`src/rtl/sd_cmd_frame_tx.sv`:
```
`default_nettype none
// ============================================================================
//  Module   : sd_cmd_frame_tx
//  Purpose  : Host-side SD command-line transmitter. Builds the 48-bit command
//             frame {start 0, transmission 1, index[5:0], argument[31:0],
//             CRC7, end 1} and serialises it MSb first onto the CMD line, one
//             bit per clk_i cycle. The CRC7 bits come from an external serial
//             CRC7 generator: this block feeds it the 40 header/argument bits,
//             then asks it to shift its remainder out and splices that stream
//             into the frame.
//  Revision : 1.0 - initial release
// ----------------------------------------------------------------------------
//  Parameters
//    PREAMBLE_CYCLES  cycles CMD is driven high before the start bit (0..15)
//  Ports
//    clk_i            SD-domain clock, one frame bit per cycle
//    rst_ni           asynchronous reset, active low (shared with CRC7 gen)
//    start_i          frame request, accepted only while ready_o=1
//    cmd_index_i      6-bit command index, sampled at accept
//    cmd_argument_i   32-bit command argument, sampled at accept
//    ready_o          high only while idle
//    done_o           one-cycle pulse coincident with the end bit on cmd_o
//    crc_dat_ser_o    serial data to the CRC7 generator
//    crc_shift_out_o  shift-out control to the CRC7 generator
//    crc_ser_i        serial CRC output from the CRC7 generator
//    cmd_o            registered CMD line value
//    cmd_en_o         registered CMD pad output enable
// ============================================================================
module sd_cmd_frame_tx #(
    parameter int unsigned PREAMBLE_CYCLES = 2
) (
    input  logic        clk_i,
    input  logic        rst_ni,
    input  logic        start_i,
    input  logic [5:0]  cmd_index_i,
    input  logic [31:0] cmd_argument_i,
    output logic        ready_o,
    output logic        done_o,
    output logic        crc_dat_ser_o,
    output logic        crc_shift_out_o,
    input  logic        crc_ser_i,
    output logic        cmd_o,
    output logic        cmd_en_o
);

    typedef enum logic [2:0] {
        ST_IDLE = 3'd0,
        ST_PRE  = 3'd1,
        ST_DATA = 3'd2,
        ST_CRC  = 3'd3,
        ST_END  = 3'd4
    } state_t;

    localparam logic [5:0] PRE_LAST  = (PREAMBLE_CYCLES == 0) ? 6'd0
                                                             : 6'(PREAMBLE_CYCLES - 1);
    localparam logic [5:0] DATA_LAST = 6'd39;
    localparam logic [5:0] CRC_LAST  = 6'd6;

    state_t      state;
    state_t      state_next;
    logic [5:0]  bit_cnt;
    logic [39:0] shift_reg;
    logic        frame_bit;
    logic        accept;

    assign accept = (state == ST_IDLE) && start_i;

    // ------------------------------------------------------------------------
    // Next-state and combinational outputs
    // ------------------------------------------------------------------------
    always_comb begin
        state_next      = state;
        frame_bit       = 1'b1;
        crc_dat_ser_o   = 1'b0;
        crc_shift_out_o = 1'b0;
        ready_o         = 1'b0;

        case (state)
            ST_IDLE: begin
                ready_o = 1'b1;
                if (start_i) begin
                    state_next = (PREAMBLE_CYCLES == 0) ? ST_DATA : ST_PRE;
                end
            end
            ST_PRE: begin
                // CRC inputs stay low so the generator remains at zero
                if (bit_cnt == PRE_LAST) begin
                    state_next = ST_DATA;
                end
            end
            ST_DATA: begin
                frame_bit     = shift_reg[39];
                crc_dat_ser_o = shift_reg[39];
                if (bit_cnt == DATA_LAST) begin
                    state_next = ST_CRC;
                end
            end
            ST_CRC: begin
                // Generator shifts its remainder out MSb first; after seven
                // shifts it has cleared itself for the next frame.
                crc_shift_out_o = 1'b1;
                frame_bit       = crc_ser_i;
                if (bit_cnt == CRC_LAST) begin
                    state_next = ST_END;
                end
            end
            ST_END: begin
                state_next = ST_IDLE;
            end
            default: begin
                state_next = ST_IDLE;
            end
        endcase
    end

    // ------------------------------------------------------------------------
    // State register
    // ------------------------------------------------------------------------
    always_ff @(posedge clk_i or negedge rst_ni) begin
        if (!rst_ni) begin
            state <= ST_IDLE;
        end else begin
            state <= state_next;
        end
    end

    // ------------------------------------------------------------------------
    // Bit counter and frame shift register
    // ------------------------------------------------------------------------
    always_ff @(posedge clk_i or negedge rst_ni) begin
        if (!rst_ni) begin
            bit_cnt   <= 6'd0;
            shift_reg <= 40'd0;
        end else begin
            if ((state == ST_IDLE) || (state_next != state)) begin
                bit_cnt <= 6'd0;
            end else begin
                bit_cnt <= bit_cnt + 6'd1;
            end

            if (accept) begin
                shift_reg <= {1'b0, 1'b1, cmd_index_i, cmd_argument_i};
            end else if (state == ST_DATA) begin
                shift_reg <= {shift_reg[38:0], 1'b0};
            end
        end
    end

    // ------------------------------------------------------------------------
    // Pad output register (everything on the pad lags the state by a cycle)
    // ------------------------------------------------------------------------
    always_ff @(posedge clk_i or negedge rst_ni) begin
        if (!rst_ni) begin
            cmd_o    <= 1'b1;
            cmd_en_o <= 1'b0;
            done_o   <= 1'b0;
        end else begin
            cmd_o  <= frame_bit;
            done_o <= (state == ST_END);
            // A frame accepted in the cycle right after END keeps the pad
            // enabled: the idle-high bit becomes an extra preamble bit, so
            // back-to-back frames leave no undriven gap on CMD.
            cmd_en_o <= (state != ST_IDLE) || (accept && cmd_en_o);
        end
    end

endmodule
`default_nettype wire
```
`config.mk`:
```
export PLATFORM = sky130hd
export DESIGN_NAME = sd_cmd_frame_tx
export DESIGN_NICKNAME = d
export VERILOG_FILES = /design/src/rtl/sd_cmd_frame_tx.sv
export SDC_FILE = /design/constraint.sdc
export NUM_CORES = 1
export LEC_CHECK = 0
export BUFFER_PORTS_ARGS = -buffer_cell sky130_fd_sc_hd__clkbuf_2
export CAP_MARGIN = 10
export CORE_MARGIN = 2
export CORE_UTILIZATION = 35
export DETAILED_ROUTE_END_ITERATION = 8
export GPL_TIMING_DRIVEN = 0
export PLACE_DENSITY_LB_ADDON = 0.3
export SYNTH_ARGS = -nofsm -noshare
export SYNTH_HDL_FRONTEND = slang
export SYNTH_SLANG_ARGS = --single-unit
```
`constraint.sdc`:
```
create_clock -name clk_i -period 1.3 [get_ports clk_i]
set_input_delay 0.195 -clock clk_i [delete_from_list [all_inputs] [get_ports clk_i]]
set_output_delay 0.195 -clock clk_i [all_outputs]
set_load 0.02 [all_outputs]
```
==> results of run 1 <==
## worst paths after layout
| kind | from | end | cells past startpoint |
|---|---|---|---|
| min | rst_ni | state[2]$_DFF_PN0_ | 1 |
| min reg2reg | shift_reg[35]$_DFFE_PN0P_ | shift_reg[35]$_DFFE_PN0P_ | 2 |
| max | state[1]$_DFF_PN0_ | crc_shift_out_o | 4 |
| max in group asynchronous | rst_ni | shift_reg[14]$_DFFE_PN0P_ | 2 |
| min in group clk_i | crc_ser_i | cmd_o$_DFF_PN1_ | 3 |
| max reg2reg | state[1]$_DFF_PN0_ | shift_reg[17]$_DFFE_PN0P_ | 9 |
## power by group
| group | switching [W] | total (W) | internal [W] |
|---|---|---|---|
| clock network | 0.000552 | 0.000929 | 0.000377 |
| logic | 0.0000601 | 0.000115 | 0.0000548 |
| registers | 0.000000541 | 0.00162 | 0.00162 |
| total | 0.000613 | 0.00266 | 0.00205 |
## through the flow
stage / total power [W] / setup WS [ns] / utilization (%) / std cells
after floorplan: 0.001657 / -0.08647 / - / 241
after global placement: 0.001756 / -0.3014 / 42.57 / 365
after detailed placement: 0.001766 / -0.3225 / 43.01 / 366
after CTS: 0.002695 / -0.3544 / 51.18 / 400
after global routing: 0.002768 / -0.4037 / 54.68 / 405
final: 0.002663 / -0.3229 / 54.68 / 405
## area by class of cell
type | instances | area [µm²] | share of cell area, %
clock buffers | 5 | 68.82 | 1.971
inverters | 4 | 15.01 | 0.4300
flip-flops and latches | 52 | 1305 | 37.37
clock inverters | 3 | 18.77 | 0.5374
well taps | 77 | 96.34 | 2.759
plain buffers | 15 | 177.7 | 5.088
repair buffers | 79 | 600.6 | 17.20
multi-input cells | 170 | 1210 | 34.65
## per-layer routing
layer	up-vias	part of all wire, %	global-route usage [%]
met1	1008	46	23.13
met5	-	0	0
met2	45	49	25.78
met3	6	4.3	3.369
li1	999	-	-
met4	0	1.2	4.329
## worst max-delay path: cells and delay by family (launching register included)
| kind | cells | cell delay [ns] |
|---|---|---|
| flops | 1 | 0.38 |
| simple gates | 1 | 0.32 |
| buf+inv | 3 | 0.41 |
## synth_stat cells (2+ instances only)
cell and count:
nand2_1 84, dfrtp_1 51, a22oi_1 36, buf_2 12
nor2_1 9, nand3_1 5, a21oi_1 4, inv_1 4
buf_4 3, ha_1 3, o21ai_0 3, xor2_1 3
and2_1 2, and3_1 2, nand3b_1 2, nor3_1 2
nor4b_1 2
## what timing repair did
action                                  CTS  global route
endpoints found under the setup margin   51            52
cloned                                    5             1
pin swaps                                18            19
resized for setup                        71            54
buffers inserted                         21             9
## cells by family (layout without fill, tap and decap cells)
kind of cell             count (synthesis)  in the layout
AND/OR/NAND/NOR                        115            115
flip-flops                              52             52
AO/OA/AOI/OAI                           47             47
buffers and inverters                   19            106
XOR/XNOR                                 4              4
adder cells (fa/ha/maj)                  3              3
multiplexers                             1              1
==> summary.txt, run 1 <==
Synthesis
  – Largest family of logic cells by synthesized area: simple AND/OR/NAND/NOR gates
  – Cells after Synth: 241
  – Net Count, Synth: 286
  – Post-synth cell types: 31
  – Synth Area in Compound Gates: 14.48%
  – Synth warn: 0
  – Synthesized area per cell: 9.683 µm²
  – Post-synthesis mux area share: 0.4290%
  – Yosys top cell area share: 54.69%
  – Synth Cell Area: 2333 µm²
  – Synth Area in XOR/XNOR: 1.501%
  – Yosys top cell by area: dfrtp_1
  – Post-synthesis sequential area ratio: 55.82%
  – Post-Synth Simple-Gate Area: 21.98%
  – Top cells by area, synth: dfrtp_1 55%, nand2_1 14%, a22oi_1 12%
  – Yosys reg bits: 52
  – Main synth FF type: dfrtp_1
  – Adder-Cell Fraction of Synth Area: 1.609%
  – Async SR Flop Fraction: 100.0%
  – Number of flops mapped to enable cells by yosys: 0

Timing
  – Clock period minus worst slack: 1.623 ns
  – Worst Max-Slew Pin Slew: 0.8511 ns
  – Fmax: 0.6162 GHz
  – Final Cycle Share: 124.8%
  – RSZ-0062 raised after global routing: true
  – Final Slew Violations: 0
  – Min setup slack post-route: -0.3229 ns
  – Sum Neg Setup Slack: -11.96 ns
  – Max-slew headroom: 43.26%
  – Hold WS: -0.02362 ns
  – Clk_skew: 0.01168 ns
  – Final setup fails: 50
  – Final Hold Vio Count: 29

Place
  – Hpwl dp: 3523 µm
  – Placed inst area: 2746 µm²
  – GP Congestion: 0.7567
  – PortBufs: 47

Worst setup path
  – Startpoint Class: register
  – Reg2reg setup slack: -0.29 ns
  – Type of the worst setup path: reg -> out
  – CP endpoint kind: output pin
  – Worst-path cell chain: buf_6 > inv_1 > nor3b_2 > clkbuf_2
  – CP arrival: 1.43 ns
  – Worst path required time: 1.11 ns
  – Crit-path max FO: 4
  – Max incr delay on CP: 0.38 ns
  – Slowest CP cell: dfrtp_1

Power
  – Power Dens Cells: 762.6 nW/µm²
  – Peak supply drop: 0.3545 mV
  – LEAKAGE: 1.728 nW

Run
  – Max-cap violations: 0

Floorplan
  – Die H: 85.65 µm
  – Die ar.: 7336 µm²
  – # IOs: 48
  – Initial core utilization: 36.54%
  – Core area: 6386 µm²
  – Cell Rows: 29
  – Die X: 85.65 µm

Layout
  – Nets: 372
  – ANT cells: 0
  – Most frequent cells in the layout: 49 x dfrtp_1, 45 x clkbuf_2, 44 x nand2_1, 35 x nand2_2, 31 x a22oi_1
  – Max reg flops: 40
  – Layout fillers: 570
  – Fin area: 3492 µm²
  – Share of cells above drive strength 1: 52.44%
  – Commonest non-fill, non-tap cell in the layout: dfrtp_1
  – Area growth syn-to-layout: 49.65%

Clock network
  – Clk_lat worst skew: 0.31 ns
  – Root buf cell: clkbuf_8
  – CTS clk-pin slew, worst paths: 0.10 ns
  – CTS Hold Buffers Added: 0
  – H-tree lvl count: 2
  – Cts bufs inserted: 5
  – Num Clock Sinks: 52
  – TritonCTS clock tree: built
  – CTS Buffer Depth: 2

Drt
  – Vias/cell: 5.081
  – DR iter-0 viols: 82
  – Pre-antenna DRT Iters: 5
  – Via count: 2058
  – DRT Wirelength: 5851 µm
  – Wire length per cell: 14.45 µm
  – Antenna viol nets, final: 0
  – DRC: 0

Outcome
  – Status: complete, but fails checks
  – Failing checks: negative hold slack, negative setup slack

Worst hold path
  – Hold crit path type: in -> async

Global route
  – Total GRT Usage: 16.37%
  – Initial antenna violation count: 0
  – Largest net degree at the start of global routing: 32
  – First-pass GRT wire length: 9515 µm
  – Total grt overflow: 0
  – Vias in the first global route: 1958
No activity file was read; power rests on OpenSTA's default activity.
==> run 2: changes to the inputs <==
--- a/config.mk
+++ b/config.mk
@@ -9,6 +9,7 @@
 export CAP_MARGIN = 10
 export CORE_MARGIN = 2
 export CORE_UTILIZATION = 35
+export CTS_BUF_LIST = sky130_fd_sc_hd__clkbuf_16
 export DETAILED_ROUTE_END_ITERATION = 8
 export GPL_TIMING_DRIVEN = 0
 export PLACE_DENSITY_LB_ADDON = 0.3
==> run 2 against run 1 <==
Effect of this change: the run ends with negative setup slack left; global-route usage decreased by 0.27 points; hold slack improved by 0.033 ns; wire length increased by 0.39%; clock-buffer cell count unchanged; combinational power about the same; critical endpoint is now crc_dat_ser_o; largest power group unchanged; largest cell class unchanged; highest routed layer unchanged.
==> summary.txt, run 2 (synthesis gave the netlist of run 1 again) <==
Outcome
  – Status: complete, but fails checks
  – Failing checks: negative setup slack

Drt
  – DR iter-0 viols: 96
  – Vias/cell: 5.130
  – DRT Wirelength: 5874 µm
  – Antenna viol nets, final: 0
  – Via count: 2057
  – Wire length per cell: 14.65 µm
  – DRC: 0
  – Pre-antenna DRT Iters: 4

Worst setup path
  – Worst-path cell chain: buf_6 > nor3b_4 > buf_6 > and2_4 > buf_8
  – Crit path top cell by count: buf_6
  – Startpoint Class: register
  – Reg2Reg Depth: 8
  – Worst path required time: 1.11 ns
  – R2r startpoint: state[0]$_DFF_PN0_
  – End of the worst register-to-register path: shift_reg[20]$_DFFE_PN0P_
  – Crit-path max FO: 5
  – Slowest CP cell: dfrtp_1
  – CP endpoint kind: output pin
  – Reg2reg setup slack: -0.22 ns
  – Max incr delay on CP: 0.38 ns
  – Critical Path Sink: crc_dat_ser_o
  – CP arrival: 1.39 ns
  – Critical path startpoint: state[1]$_DFF_PN0_
  – Type of the worst setup path: reg -> out

Clock network
  – Num Clock Sinks: 52
  – H-tree lvl count: 2
  – Cts bufs inserted: 5
  – Clk_lat worst skew: 0.29 ns
  – Root buf cell: clkbuf_16
  – CTS clk-pin slew, worst paths: 0.07 ns
  – CTS Buffer Depth: 2
  – TritonCTS clock tree: built

Layout
  – ANT cells: 0
  – Layout fillers: 584
  – Max reg flops: 40
  – Commonest non-fill, non-tap cell in the layout: dfrtp_1
  – Share of cells above drive strength 1: 53.09%
  – Area growth syn-to-layout: 48.04%
  – Nets: 368
  – Most frequent cells in the layout: 49 x dfrtp_1, 45 x clkbuf_2, 43 x nand2_2, 37 x nand2_1, 33 x a22oi_1
  – Fin area: 3455 µm²
  – Final Util: 54.09%

Power
  – Combinational share of power: 3.8%
  – Int Power: 0.002385 W
  – Sequential power share: 53.5%
  – Clock network fraction of total power: 42.8%
  – Sw Share: 21.30%
  – Peak supply drop: 0.6423 mV
  – LEAKAGE: 1.727 nW
  – Switch Pwr: 0.0006453 W
  – Power Dens Cells: 877.2 nW/µm²
  – Power Total: 0.003030 W

Global route
  – First-pass GRT wire length: 9315 µm
  – Vias in the first global route: 1924
  – Total grt overflow: 0
  – Initial antenna violation count: 0
  – Total GRT Usage: 16.10%
  – Largest net degree at the start of global routing: 32

Timing
  – Fmax: 0.6297 GHz
  – Final Cycle Share: 122.2%
  – Clk_skew: 0.005830 ns
  – Clock period minus worst slack: 1.588 ns
  – Hold WS: 0.009491 ns
  – Final Slew Violations: 0
  – RSZ-0062 raised after global routing: true
  – Final setup fails: 50
  – Min setup slack post-route: -0.2881 ns
  – Worst Max-Slew Pin Slew: 0.8617 ns
  – Max-slew headroom: 42.55%
  – Final Hold Vio Count: 0

Place
  – Hpwl dp: 3523 µm
  – Dpl ws: -0.3225 ns
  – Placed inst area: 2746 µm²
  – PortBufs: 47
  – GP Congestion: 0.7567

Floorplan
  – Die ar.: 7336 µm²
  – Initial core utilization: 36.54%
  – # IOs: 48
  – Die H: 85.65 µm
  – Core area: 6386 µm²
  – Cell Rows: 29
  – Die X: 85.65 µm

Run
  – Max-cap violations: 0

Worst hold path
  – Hold crit path type: in -> async
==> run 2: changes by cell type in the layout (fill, tap and decap cells not counted), sizes merged <==
cell | before | now
buf | 47 | 44
clkbuf | 52 | 50
bufbuf | 0 | 1
==> run 2: metrics by stage <==
step | setup TNS (ns) | instances
2_1_floorplan | -2.446 | 241
3_3_place_gp | -17.32 | 365
3_5_place_dp | -11.89 | 366
4_1_cts | -10.54 | 395
5_1_grt | -12.55 | 401
6_report | -9.256 | 401
==> run 2: worst max-delay path, delay by kind of cell, from the launching register on <==
kind	cells	cell delay, ns
AND/OR/NAND/NOR	2	0.35
flip-flops	1	0.38
buffers and inverters	3	0.36
==> run 2: timing repair <==
action	4_1_cts	5_1_grt
gates cloned	5	0
hold buffers	0	0
buffers inserted	17	12
pin swaps	7	19
gates resized for setup	38	75
endpoints found under the setup margin	51	51
==> run 2: layer usage <==
| metal | track usage [%] | wire, µm | vias up |
|---|---|---|---|
| li1 | - | - | 986 |
| met4 | 5.195 | 73 | 0 |
| met1 | 22.98 | 2739 | 1027 |
| met3 | 2.502 | 181 | 5 |
| met5 | 0 | 0 | - |
| met2 | 25.21 | 2880 | 39 |
==> run 2: layout make-up <==
class                   count  area, µm²  area share, %
plain buffers              14      131.4          3.803
clock buffers               5      125.1          3.622
multi-input cells         170       1207          34.95
inverters                   4      15.01         0.4346
well taps                  77      96.34          2.789
repair buffers             76      555.5          16.08
flip-flops and latches     52       1305          37.78
clock inverters             3      18.77         0.5433
==> run 2: how the worst min path moves through the flow <==
stage | from | end | slack, ns | depth (start not counted)
after global placement | crc_ser_i | cmd_o$_DFF_PN1_ | 0.38 | 3
final | rst_ni | state[2]$_DFF_PN0_ | 0.009 | 1
after global routing | rst_ni | cmd_en_o$_DFF_PN0_ | 0.08 | 1
after detailed placement | rst_ni | shift_reg[19]$_DFFE_PN0P_ | 0.35 | 1
after floorplan | rst_ni | bit_cnt[0]$_DFF_PN0_ | -0.10 | 0
after CTS | rst_ni | shift_reg[22]$_DFFE_PN0P_ | 0.04 | 1
==> run 2: power groups by stage <==
stage / logic (W) / registers, W / clock network (W)
final: 0.000115 / 0.00162 / 0.00130
after global routing: 0.000131 / 0.00162 / 0.00139
after CTS: 0.000117 / 0.00162 / 0.00133
after detailed placement: 0.000115 / 0.00165 / 0
after global placement: 0.000105 / 0.00165 / 0
after floorplan: 0.00000324 / 0.00165 / 0
